## src/rtl/regfile_pkg.sv

```systemverilog
// regfile_pkg: shared types and default sizing for the register file slice.
//   rf_state_e : sequencer state (CLEAR sweeps storage to zero, RUN serves rd/wt)
//   RF_DATA_W  : default word width
//   RF_DEPTH   : default number of registers
package regfile_pkg;

  typedef enum logic {
    CLEAR = 1'b0,
    RUN   = 1'b1
  } rf_state_e;

  localparam int RF_DATA_W = 32;
  localparam int RF_DEPTH  = 16;

endpackage

```

## src/rtl/regfile_clr_seq.sv

```systemverilog
// regfile_clr_seq: post-reset clear sequencer. Walks clr_ptr over every entry,
// one per cycle, asking the storage array to write zero, then parks in RUN.
// The sweep ignores the global enable so ready always rises DEPTH edges after
// reset is released.
// Ports:
//   clk      in   clock
//   rst      in   synchronous active-high reset (restarts the sweep)
//   clr_we   out  write zero to clr_addr at the next edge
//   clr_addr out  entry being cleared
//   ready    out  sweep finished, user rd/wt accepted
module regfile_clr_seq
  import regfile_pkg::*;
#(
  parameter int DEPTH  = RF_DEPTH,
  parameter int ADDR_W = $clog2(DEPTH)
) (
  input  logic              clk,
  input  logic              rst,
  output logic              clr_we,
  output logic [ADDR_W-1:0] clr_addr,
  output logic              ready
);

  localparam logic [ADDR_W-1:0] LAST = ADDR_W'(DEPTH - 1);

  rf_state_e         state, state_nxt;
  logic [ADDR_W-1:0] clr_ptr, clr_ptr_nxt;

  always_ff @(posedge clk) begin
    if (rst) begin
      state   <= CLEAR;
      clr_ptr <= '0;
    end else begin
      state   <= state_nxt;
      clr_ptr <= clr_ptr_nxt;
    end
  end

  always_comb begin
    state_nxt   = state;
    clr_ptr_nxt = clr_ptr;
    clr_we      = 1'b0;
    if (state == CLEAR) begin
      clr_we      = 1'b1;
      clr_ptr_nxt = clr_ptr + 1'b1;
      if (clr_ptr == LAST) state_nxt = RUN;
    end
  end

  assign clr_addr = clr_ptr;
  assign ready    = (state == RUN);

endmodule

```

## src/rtl/regfile_param.sv

```systemverilog
// regfile_param: DEPTH x DATA_W register file, one write port, two registered
// read ports with write-first forwarding. After reset a sweep zeroes every
// entry before rd/wt are accepted (ready).
// Optional feature macro: REGFILE_ZERO_REG_EN -- register 0 reads as zero and
// writes to it are discarded.
// Ports:
//   clk, rst    clock, synchronous active-high reset
//   en          global enable (freezes storage and outputs when low)
//   rd, so1/so2 read request and indices
//   wt, si, ip  write request, index, data
//   op1/op2     registered read data
//   op_vld      op1/op2 updated at the last edge
//   ready       clear sweep done
module regfile_param
  import regfile_pkg::*;
#(
  parameter int DATA_W = RF_DATA_W,
  parameter int DEPTH  = RF_DEPTH,
  parameter int ADDR_W = $clog2(DEPTH)
) (
  input  logic              clk,
  input  logic              rst,
  input  logic              en,
  input  logic              rd,
  input  logic              wt,
  input  logic [ADDR_W-1:0] si,
  input  logic [DATA_W-1:0] ip,
  input  logic [ADDR_W-1:0] so1,
  input  logic [ADDR_W-1:0] so2,
  output logic [DATA_W-1:0] op1,
  output logic [DATA_W-1:0] op2,
  output logic              op_vld,
  output logic              ready
);

  logic [DATA_W-1:0] rfile [DEPTH];
  logic              clr_we;
  logic [ADDR_W-1:0] clr_addr;
  logic              user_we;
  logic [DATA_W-1:0] fwd1, fwd2;

  regfile_clr_seq #(.DEPTH(DEPTH), .ADDR_W(ADDR_W)) u_clr_seq (
    .clk      (clk),
    .rst      (rst),
    .clr_we   (clr_we),
    .clr_addr (clr_addr),
    .ready    (ready)
  );

  // Indices beyond DEPTH-1 exist only for non power-of-two depths.
  function automatic logic in_range(input logic [ADDR_W-1:0] x);
    return int'(x) < DEPTH;
  endfunction

  function automatic logic writable(input logic [ADDR_W-1:0] x);
`ifdef REGFILE_ZERO_REG_EN
    return in_range(x) && (x != '0);
`else
    return in_range(x);
`endif
  endfunction

  // Write-first: a same-edge write to the read index wins over storage.
  function automatic logic [DATA_W-1:0] fwd(input logic [ADDR_W-1:0] x);
    if (!in_range(x)) return '0;
`ifdef REGFILE_ZERO_REG_EN
    if (x == '0) return '0;
`endif
    if (wt && si == x) return ip;
    return rfile[x];
  endfunction

  assign user_we = ready && en && wt && writable(si);

  always_comb begin
    fwd1 = fwd(so1);
    fwd2 = fwd(so2);
  end

  // The sweep owns the array while not ready, so the two writers never
  // collide; the sweep is still listed first.
  always_ff @(posedge clk) begin
    if (clr_we)       rfile[clr_addr] <= '0;
    else if (user_we) rfile[si]       <= ip;
  end

  always_ff @(posedge clk) begin
    if (rst) begin
      op1    <= '0;
      op2    <= '0;
      op_vld <= 1'b0;
    end else if (ready && en) begin
      op_vld <= rd;
      if (rd) begin
        op1 <= fwd1;
        op2 <= fwd2;
      end
    end else begin
      op_vld <= 1'b0;
    end
  end

endmodule
```

## config.mk

```make
export PLATFORM = sky130hd
export DESIGN_NAME = regfile_param
export DESIGN_NICKNAME = d
export VERILOG_FILES = /design/src/rtl/regfile_pkg.sv /design/src/rtl/regfile_clr_seq.sv /design/src/rtl/regfile_param.sv
export SDC_FILE = /design/constraint.sdc
export NUM_CORES = 1
export LEC_CHECK = 0
export CORE_UTILIZATION = 55
export DETAILED_ROUTE_END_ITERATION = 12
export PLACE_DENSITY = 0.73
export SETUP_SLACK_MARGIN = 0.1
export SLEW_MARGIN = 20
export SYNTH_ARGS = -nofsm -noshare
export SYNTH_HDL_FRONTEND = slang
export SYNTH_HIERARCHICAL = 1
export SYNTH_SLANG_ARGS = --single-unit
```

## constraint.sdc

```tcl
create_clock -name clk -period 3.7 [get_ports clk]
set_input_delay 0.74 -clock clk [delete_from_list [all_inputs] [get_ports clk]]
set_output_delay 0.74 -clock clk [all_outputs]
set_load 0.05 [all_outputs]
```

==> metrics.md <==
| Metric | Value |
|---|---|
| Asr flop ratio synth | 0% |
| Largest net degree at the start of global routing | 65 |
| RSZ-0062 raised after global routing | no |
| Die Width | 224 µm |
| CTS Sinks | 582 |
| Post-synthesis sequential area ratio | 61.6% |
| Layout Nets | 1853 |
| Commonest non-fill, non-tap cell in the layout | edfxtp_1 |
| Total power | 0.0143 W |
| Dpl cells | 2408 |
| Final hold violation count | 0 |
| Min cycle time layout | 2.71 ns |
| CP top delay family | buffers and inverters |
| Routed via count | 17800 |
| IO buf count | 114 |
| First-pass GRT wire length | 116000 µm |
| Routed Wire Length | 79500 µm |
| Core Area | 48800 µm² |
| Post-Syn Nets | 1747 |
| CTS tree | done |
| Slowest CP cell | clkdlybuf4s50_1 |
| Slew @ Worst Pin | 1.10 ns |
| GR Util All Layers | 31.9% |
| Hold Crit Class | register to register |
| Drt first pass iters | 5 |
| Number of global-route vias before repair | 17800 |
| Max Slew Vio Count | 0 |
| CTS Buffer Depth | 3 |
| Area leader, netlist | edfxtp_1 |
| Layout cells sized above 1 | 22.9% |
| Normalized max-slew margin | 26.8% |
| Post-place setup slack | 0.520 ns |
| CTS Buf Count | 57 |
| Critical path buffers and inverters | 1 |
| Synth top area share | 56.5% |
| Final GP Congestion | 0.852 |
| Pwr/cell area | 458 nW/µm² |
| Clock transition at the registers of the reported paths | 0.06 ns |
| Fin util | 63.8% |
| Postcts setup bufs | 0 |
| Peak Freq | 0.369 GHz |
| Die Y | 224 µm |
| Critical Path AT | 1.97 ns |
| Outcome | complete, no violations |
| Max VDD drop | 0.378 mV |
| Antenna Nets Post-Route | 0 |
| Clk_lat worst skew | 0.63 ns |
| Leakage | 9.96 nW |
| Clock Root Buffer | clkbuf_16 |
| IO Pins | 115 |
| Initial antenna violation count | 1 |
| Setup WS post-layout | 0.986 ns |
| Synth warn | 6 |
| Grt total ovfl | 0 |
| Critical path launch point type | register |
| Mean Syn Cell Area | 16.0 µm² |
| Post-synth EDFFs | 512 |
| CTS hold repair buffers | 0 |
| DR WL/cell | 31.7 µm |
| Crit path kind | register to output pin |
| Worst Setup End Kind | output pin |
| Ordered list of cells on the worst path | clkdlybuf4s50_1 |
| Clk_skew | 0.0251 ns |
| Synth area leaders | edfxtp_1, mux4_2, dfxtp_1, mux2i_1, a311o_1 |
| Total of max-cap violations | 0 |
| DRT iter0 DRCs | 2693 |
| Seq cells post-synth | 582 |
| Post-DP HPWL | 45700 µm |
| DRC Markers | 0 |
| CTS H-tree depth | 2 |
| Fin cells | 2513 |
| Post-cts resize count | 0 |
| Final period utilization | 73.3% |
| Yosys cell types | 39 |
| Final Setup Violations | 0 |
| Initial Util | 55.7% |
| WP data required | 2.96 ns |
| Crit-path max cell delay | 0.87 ns |
| Syn Inst Count | 1697 |
| Most frequent cells in the layout | edfxtp_1, mux4_2, nand2_1, mux2i_1, clkdlybuf4s50_1 |
| Via/cell ratio | 7.07 |
| Syn-to-layout area delta | 14.6% |
| FP Rows | 81 |
| CP Max Fanout | 9 |
| Mapped Area | 27200 µm² |
| TNS Setup | 0 ns |
| DIE AREA | 50400 µm² |
| Synth Flop Type | edfxtp_1 |
[synthesized netlist by cell type, drive strengths merged, types with 2 or more instances]
| library cell | number |
|---|---|
| nor3b | 2 |
| clkbuf | 61 |
| a21o | 30 |
| nor2b | 4 |
| mux4 | 192 |
| a21oi | 3 |
| nor3 | 3 |
| nand2 | 129 |
| xnor2 | 3 |
| a311o | 64 |
| mux2i | 129 |
| o21ai | 34 |
| a2bb2oi | 30 |
| and3 | 2 |
| nor2 | 121 |
| mux2 | 34 |
| edfxtp | 512 |
| and2 | 35 |
| xor2 | 8 |
| dfxtp | 70 |
| a31oi | 70 |
| buf | 83 |
| inv | 7 |
| a221oi | 34 |
| nand3 | 32 |
[report_power, final]
group | leakage, nW | switching [W] | internal, W | total (W)
clock network | 0.899 | 0.00247 | 0.00334 | 0.00581
logic | 4.21 | 0.000702 | 0.000502 | 0.00120
registers | 4.85 | 0.0000700 | 0.00719 | 0.00726
[flip-flops by register name, indices dropped and copies added (netlist names)]
name and flops:
op1 32, u_clr_seq/ready 1, rfile 512, u_clr_seq/clr_addr 4, op_vld 1, op2 32
[per-layer routing]
metal | wire length, µm | track usage, %
met5 | 0 | 0
met1 | 30200 | 45.5
met4 | 2180 | 10.5
met3 | 11000 | 7.80
met2 | 36200 | 48.6
[worst paths after layout]
| path | depth (start not counted) | startpoint | slack, ns | to |
|---|---|---|---|---|
| setup / recovery | 1 | u_clr_seq/ready | 0.99 | ready |
| setup reg to reg | 6 | u_clr_seq/ready | 1.00 | rfile[4][14] |
| hold reg to reg | 2 | u_clr_seq/clr_addr[3] | 0.59 | u_clr_seq/ready |
| hold / removal | 2 | u_clr_seq/clr_addr[3] | 0.59 | u_clr_seq/ready |
[through the flow]
stage                     instance area (µm²)  hold WS (ns)
after floorplan                         27200         0.512
after global placement                  29300         0.556
after detailed placement                29300         0.563
after CTS                               31200         0.580
after global routing                    31200         0.606
final                                   31200         0.589
[logic make-up after synthesis]
group / after synthesis / share of synthesized area, %
compound gates: 267 / 7.60
xor+xnor: 11 / 0.354
fa+ha+maj: 1 / 0.0460
buf+inv: 151 / 3.12
flops: 582 / 61.6
mux: 355 / 22.0
simple gates: 330 / 5.22
[layout make-up]
cell class                 count  area, µm²
antenna                        1       2.50
clock buffer                  71       1490
clock inverter                33        353
fill                        3432      17700
inverter                       7       26.3
multi-input combinational    964       9780
sequential                   582      16800
tap                          664        831
timing repair buffer         191       1930
[worst reg2reg max path, delay by kind of cell, from the launching register on]
family | cells | cell delay [ns]
buf+inv | 2 | 0.48
flops | 1 | 0.50
compound gates | 1 | 0.75
simple gates | 3 | 0.67
No activity file was read; power rests on OpenSTA's default activity.
